File: src/rtl/multi_mode_ff_bank_pkg.sv
// Shared mode encoding for the multi-mode flip-flop bank.
package ff_bank_pkg;

  typedef logic [1:0] ff_mode_t;

  localparam ff_mode_t MODE_SR = 2'b00;
  localparam ff_mode_t MODE_JK = 2'b01;
  localparam ff_mode_t MODE_D  = 2'b10;
  localparam ff_mode_t MODE_T  = 2'b11;

endpackage

File: src/rtl/multi_mode_ff_bank_cell.sv
// One bank bit: SR/JK/D/T cell with a count-mode toggle request that beats en.
module ff_cell
  import ff_bank_pkg::*;
#(
  parameter logic RST_BIT = 1'b0
) (
  input  logic     clock,
  input  logic     reset,
  input  logic     en,
  input  ff_mode_t mode,
  input  logic     a,
  input  logic     b,
  input  logic     tog,
  output logic     q
);

  logic nxt;
  logic s_jk;
  logic r_jk;

  // JK is realised as an SR cell with S=J&~q, R=K&q; SR itself is reset-dominant.
  always_comb begin
    nxt  = q;
    s_jk = a & ~q;
    r_jk = b & q;
    case (mode)
      MODE_SR: begin
        if (b)      nxt = 1'b0;
        else if (a) nxt = 1'b1;
      end
      MODE_JK: begin
        if (r_jk)      nxt = 1'b0;
        else if (s_jk) nxt = 1'b1;
      end
      MODE_D:  nxt = a;
      default: nxt = q ^ a;
    endcase
  end

  always_ff @(posedge clock) begin
    if (!reset)   q <= RST_BIT;
    else if (tog) q <= ~q;
    else if (en)  q <= nxt;
  end

endmodule

File: src/rtl/multi_mode_ff_bank.sv
// WIDTH-bit SR/JK/D/T flip-flop bank with up/down count mode.
// Optional sticky S=R=1 detector enabled by FF_BANK_SR_ILLEGAL_EN.
module multi_mode_ff_bank
  import ff_bank_pkg::*;
#(
  parameter int unsigned          WIDTH     = 8,
  parameter logic [WIDTH-1:0]     RESET_VAL = '0
) (
  input  logic             clock,
  input  logic             reset,
  input  logic             en,
  input  logic [1:0]       mode,
  input  logic [WIDTH-1:0] a,
  input  logic [WIDTH-1:0] b,
  input  logic             cnt_en,
  input  logic             cnt_dn,
  input  logic             clr_illegal,
  output logic [WIDTH-1:0] q,
  output logic [WIDTH-1:0] qbar,
  output logic             carry,
  output logic             sr_illegal
);

  logic [WIDTH-1:0] tog;
  logic             wrap;
  logic             cell_en;
  logic             run;

  assign cell_en = en & ~cnt_en;
  assign qbar    = ~q;

  // Bit i toggles when every lower bit is 1 (up) or 0 (down); run ends as the wrap condition.
  always_comb begin
    tog = '0;
    run = 1'b1;
    for (int unsigned i = 0; i < WIDTH; i++) begin
      tog[i] = cnt_en & run;
      run    = run & (cnt_dn ? ~q[i] : q[i]);
    end
    // A single-bit counter reports carry on every count edge in either direction.
    wrap = cnt_en & (run | (WIDTH == 1));
  end

  for (genvar i = 0; i < WIDTH; i++) begin : g_cell
    ff_cell #(
      .RST_BIT(RESET_VAL[i])
    ) u_cell (
      .clock(clock),
      .reset(reset),
      .en   (cell_en),
      .mode (mode),
      .a    (a[i]),
      .b    (b[i]),
      .tog  (tog[i]),
      .q    (q[i])
    );
  end

  always_ff @(posedge clock) begin
    if (!reset) carry <= 1'b0;
    else        carry <= wrap;
  end

`ifdef FF_BANK_SR_ILLEGAL_EN
  logic sr_hit;

  assign sr_hit = en & ~cnt_en & (mode == MODE_SR) & (|(a & b));

  always_ff @(posedge clock) begin
    if (!reset)           sr_illegal <= 1'b0;
    else if (sr_hit)      sr_illegal <= 1'b1;
    else if (clr_illegal) sr_illegal <= 1'b0;
  end
`else
  logic unused_clr_illegal;

  assign unused_clr_illegal = clr_illegal;
  assign sr_illegal         = 1'b0;
`endif

endmodule
File: config.mk
export PLATFORM = sky130hd
export DESIGN_NAME = multi_mode_ff_bank
export DESIGN_NICKNAME = d
export VERILOG_FILES = /design/src/rtl/multi_mode_ff_bank_pkg.sv /design/src/rtl/multi_mode_ff_bank_cell.sv /design/src/rtl/multi_mode_ff_bank.sv
export SDC_FILE = /design/constraint.sdc
export NUM_CORES = 1
export LEC_CHECK = 0
export ABC_AREA = 0
export BUFFER_PORTS_ARGS = -buffer_cell sky130_fd_sc_hd__buf_2
export CAP_MARGIN = 20
export CORE_UTILIZATION = 49
export DETAILED_ROUTE_END_ITERATION = 7
export PLACE_DENSITY = 0.79
export SETUP_SLACK_MARGIN = 0.15
export SYNTH_ARGS = -nofsm -noshare
export SYNTH_HDL_FRONTEND = slang
export SYNTH_SLANG_ARGS = --single-unit
File: constraint.sdc
create_clock -name clock -period 2.2 [get_ports clock]
set_clock_uncertainty 0.1 [all_clocks]
set_input_delay 0.44 -clock clock [delete_from_list [all_inputs] [get_ports clock]]
set_output_delay 0.44 -clock clock [all_outputs]
set_load 0.01 [all_outputs]
==> flow_metrics.tcl <==
set metrics [dict create \
    startpoint "g_cell[2].u_cell.q" \
    synth_warnings 0 \
    hold_depth 3 \
    synth.avg_cell_area_um2 7.57 \
    cp_slowest_stage_delay_ns 0.54 \
    cp_cell_sequence "inv_1 -> ha_1 -> mux2i_1 -> a221oi_1 -> nor2_1 -> o31a_1" \
    antenna_cells 0 \
    crit_end "g_cell[2].u_cell.q" \
    layout_commonest_cell "buf_2" \
    p_per_area_nw_per_um2 477 \
    port_buffers 39 \
    grt_pass1_vias 1108 \
    setup-violations-final 0 \
    antenna_found_initial 0 \
    rrSetupSlack_ns 0.37 \
    layout-drive-gt1-share 0.261 \
    whs_ns 0.360 \
    post-route-util 0.583 \
    cts-root-buf "clkbuf_4" \
    postLayoutSetupSlackWorst_ns 0.369 \
    most-common-layout-cells "buf_2, nor2_1, inv_1, a21oi_1, dfxtp_1" \
    path_buf_inv 1 \
    drt_iter0_drc 61 \
    cts_buffer_depth 2 \
    grt_pass1_wl_um 4600 \
    fin_nets 207 \
    initial_core_util 0.516 \
    cts_tree "done" \
    first_pass_iters 4 \
    die_y_um 50.3 \
    slowest_stage "dfxtp_1" \
    die_w_um 50.3 \
    multi_input_area_um2 797 \
    ff_latch_area_um2 180 \
    ys.flop_type "dfxtp_1" \
    dp_hpwl_um 2130 \
    crit_path_start_kind "flip-flop" \
    min_from "en" \
    final_area_um2 1290 \
    ant_nets 0 \
    vias_per_cell 6.08 \
    async_reset_ff_frac 0 \
    netlist_area_um2 1140 \
    post_cts_buffers 0 \
    crit_family "compound AO/OA/AOI/OAI gates" \
    fin_cells 204 \
    vias 1241 \
    r2r_cells 6 \
    routedWlPerCell_um 13.9 \
    gp_congestion 0.843 \
    synth_fp_nets 181 \
    dieArea_um2 2530 \
    hold_viol 0 \
    rsz0062_at_grt "false" \
    coreArea_um2 2210 \
    pre_cts_ws_ns 0.290 \
    fmax_mhz 546 \
    critical_path_class "reg2reg" \
    cts_resized 0 \
    outcome "completed" \
    rows 17 \
    cap_violations 0 \
    timing.rr.end "g_cell[2].u_cell.q" \
    critical_path_arrival_ns 1.90 \
    clk_pin_slew_ns 0.07 \
    drv_slew 0 \
    ir_drop_mv 0.265 \
    hp-class "in2reg" \
    clock-sinks 9 \
    boundaryPins 42 \
    synthCells 151 \
    grt-ovfl-total 0 \
    grtUsageTotal 0.237 \
    synth_seq_cells 9 \
    numCtsBuffers 3 \
    timing.setup.tns_ns 0 \
    p_leak_nw 0.572 \
    placed_area_um2 1260 \
    clkLatencyLatePin_ns 0.27 \
    grt_max_degree 16 \
    cp.depth 6 \
    drc_errors 0 \
    finalCriticalPeriod_ns 1.83 \
    num-fill-cells 207 \
    htreeDepth 1 \
    power.total_uw 615 \
    critPathMaxFanout 10 \
    ctsHoldBuffers 0 \
    dp_cells 200 \
    fin_crit_sh 0.832 \
    routed_wl_um 2830 \
    synth_edf_count 0 \
    cp.required_ns 2.27 \
    synth_cell_type_count 43 \
    syn_to_final_growth_pct 12.9 \
    r2r_start "g_cell[2].u_cell.q" \
    cp-end-kind "flip-flop" \
    yosysSeqAreaShare 0.158 \
]
## final cells by class
type | instances | share of cell area
clock buffers | 4 | 0.0204
inverters | 11 | 0.0320
multi-input cells | 111 | 0.618
flip-flops and latches | 9 | 0.140
well taps | 28 | 0.0272
repair buffers | 41 | 0.163
## worst min-delay path by stage
| stage | to | slack (ns) |
|---|---|---|
| finish | g_cell[0].u_cell.q | 0.36 |
| global route | g_cell[2].u_cell.q | 0.36 |
| CTS | g_cell[3].u_cell.q | 0.36 |
| detailed placement | g_cell[6].u_cell.q | 0.48 |
| global placement | g_cell[6].u_cell.q | 0.47 |
| floorplan | g_cell[6].u_cell.q | 0.43 |
## registers in the layout (all words and copies together), names as in the netlist
name and flops:
carry 1, g_cell.u_cell.q 8
## cells by family after synthesis
kind of cell / synth area share
simple gates: 0.252
compound gates: 0.285
flops: 0.158
mux: 0.0613
fa+ha+maj: 0.0657
buf+inv: 0.145
xor+xnor: 0.0307
other cells: 0.00328
## metal layers
metal / vias up / wire [µm] / track usage
met5: - / 0 / 0
met4: 0 / 43 / 0.110
met1: 572 / 1210 / 0.282
li1: 599 / - / -
met2: 65 / 1320 / 0.418
met3: 5 / 243 / 0.0273
## where the power goes
group / switching, mW / leakage, nW / internal [mW]
clock: 0.0677 / 0.0150 / 0.0703
sequential: 0.0375 / 0.0740 / 0.179
combinational: 0.138 / 0.483 / 0.123
## Yosys cell counts, types with 3 or more instances
cell type	n	area, µm²
nor2b_1	4	25.0
nor3b_1	3	22.5
o211ai_1	4	30.0
a21oi_1	9	45.0
dfxtp_1	9	180
clkbuf_1	4	15.0
ha_1	6	75.1
nand2_1	5	18.8
a221o_1	6	60.1
buf_4	9	67.6
buf_2	6	30.0
xnor2_1	3	26.3
a221oi_1	6	52.6
nor2_1	21	78.8
o31a_1	3	26.3
and3_1	3	18.8
inv_1	11	41.3
mux2i_1	7	70.1
## worst min-delay path: stages
cell	delay (ns)
buf_2	0.11
o21ai_0	0.07
a21oi_1	0.06
Power figures use the tool's default switching activity.
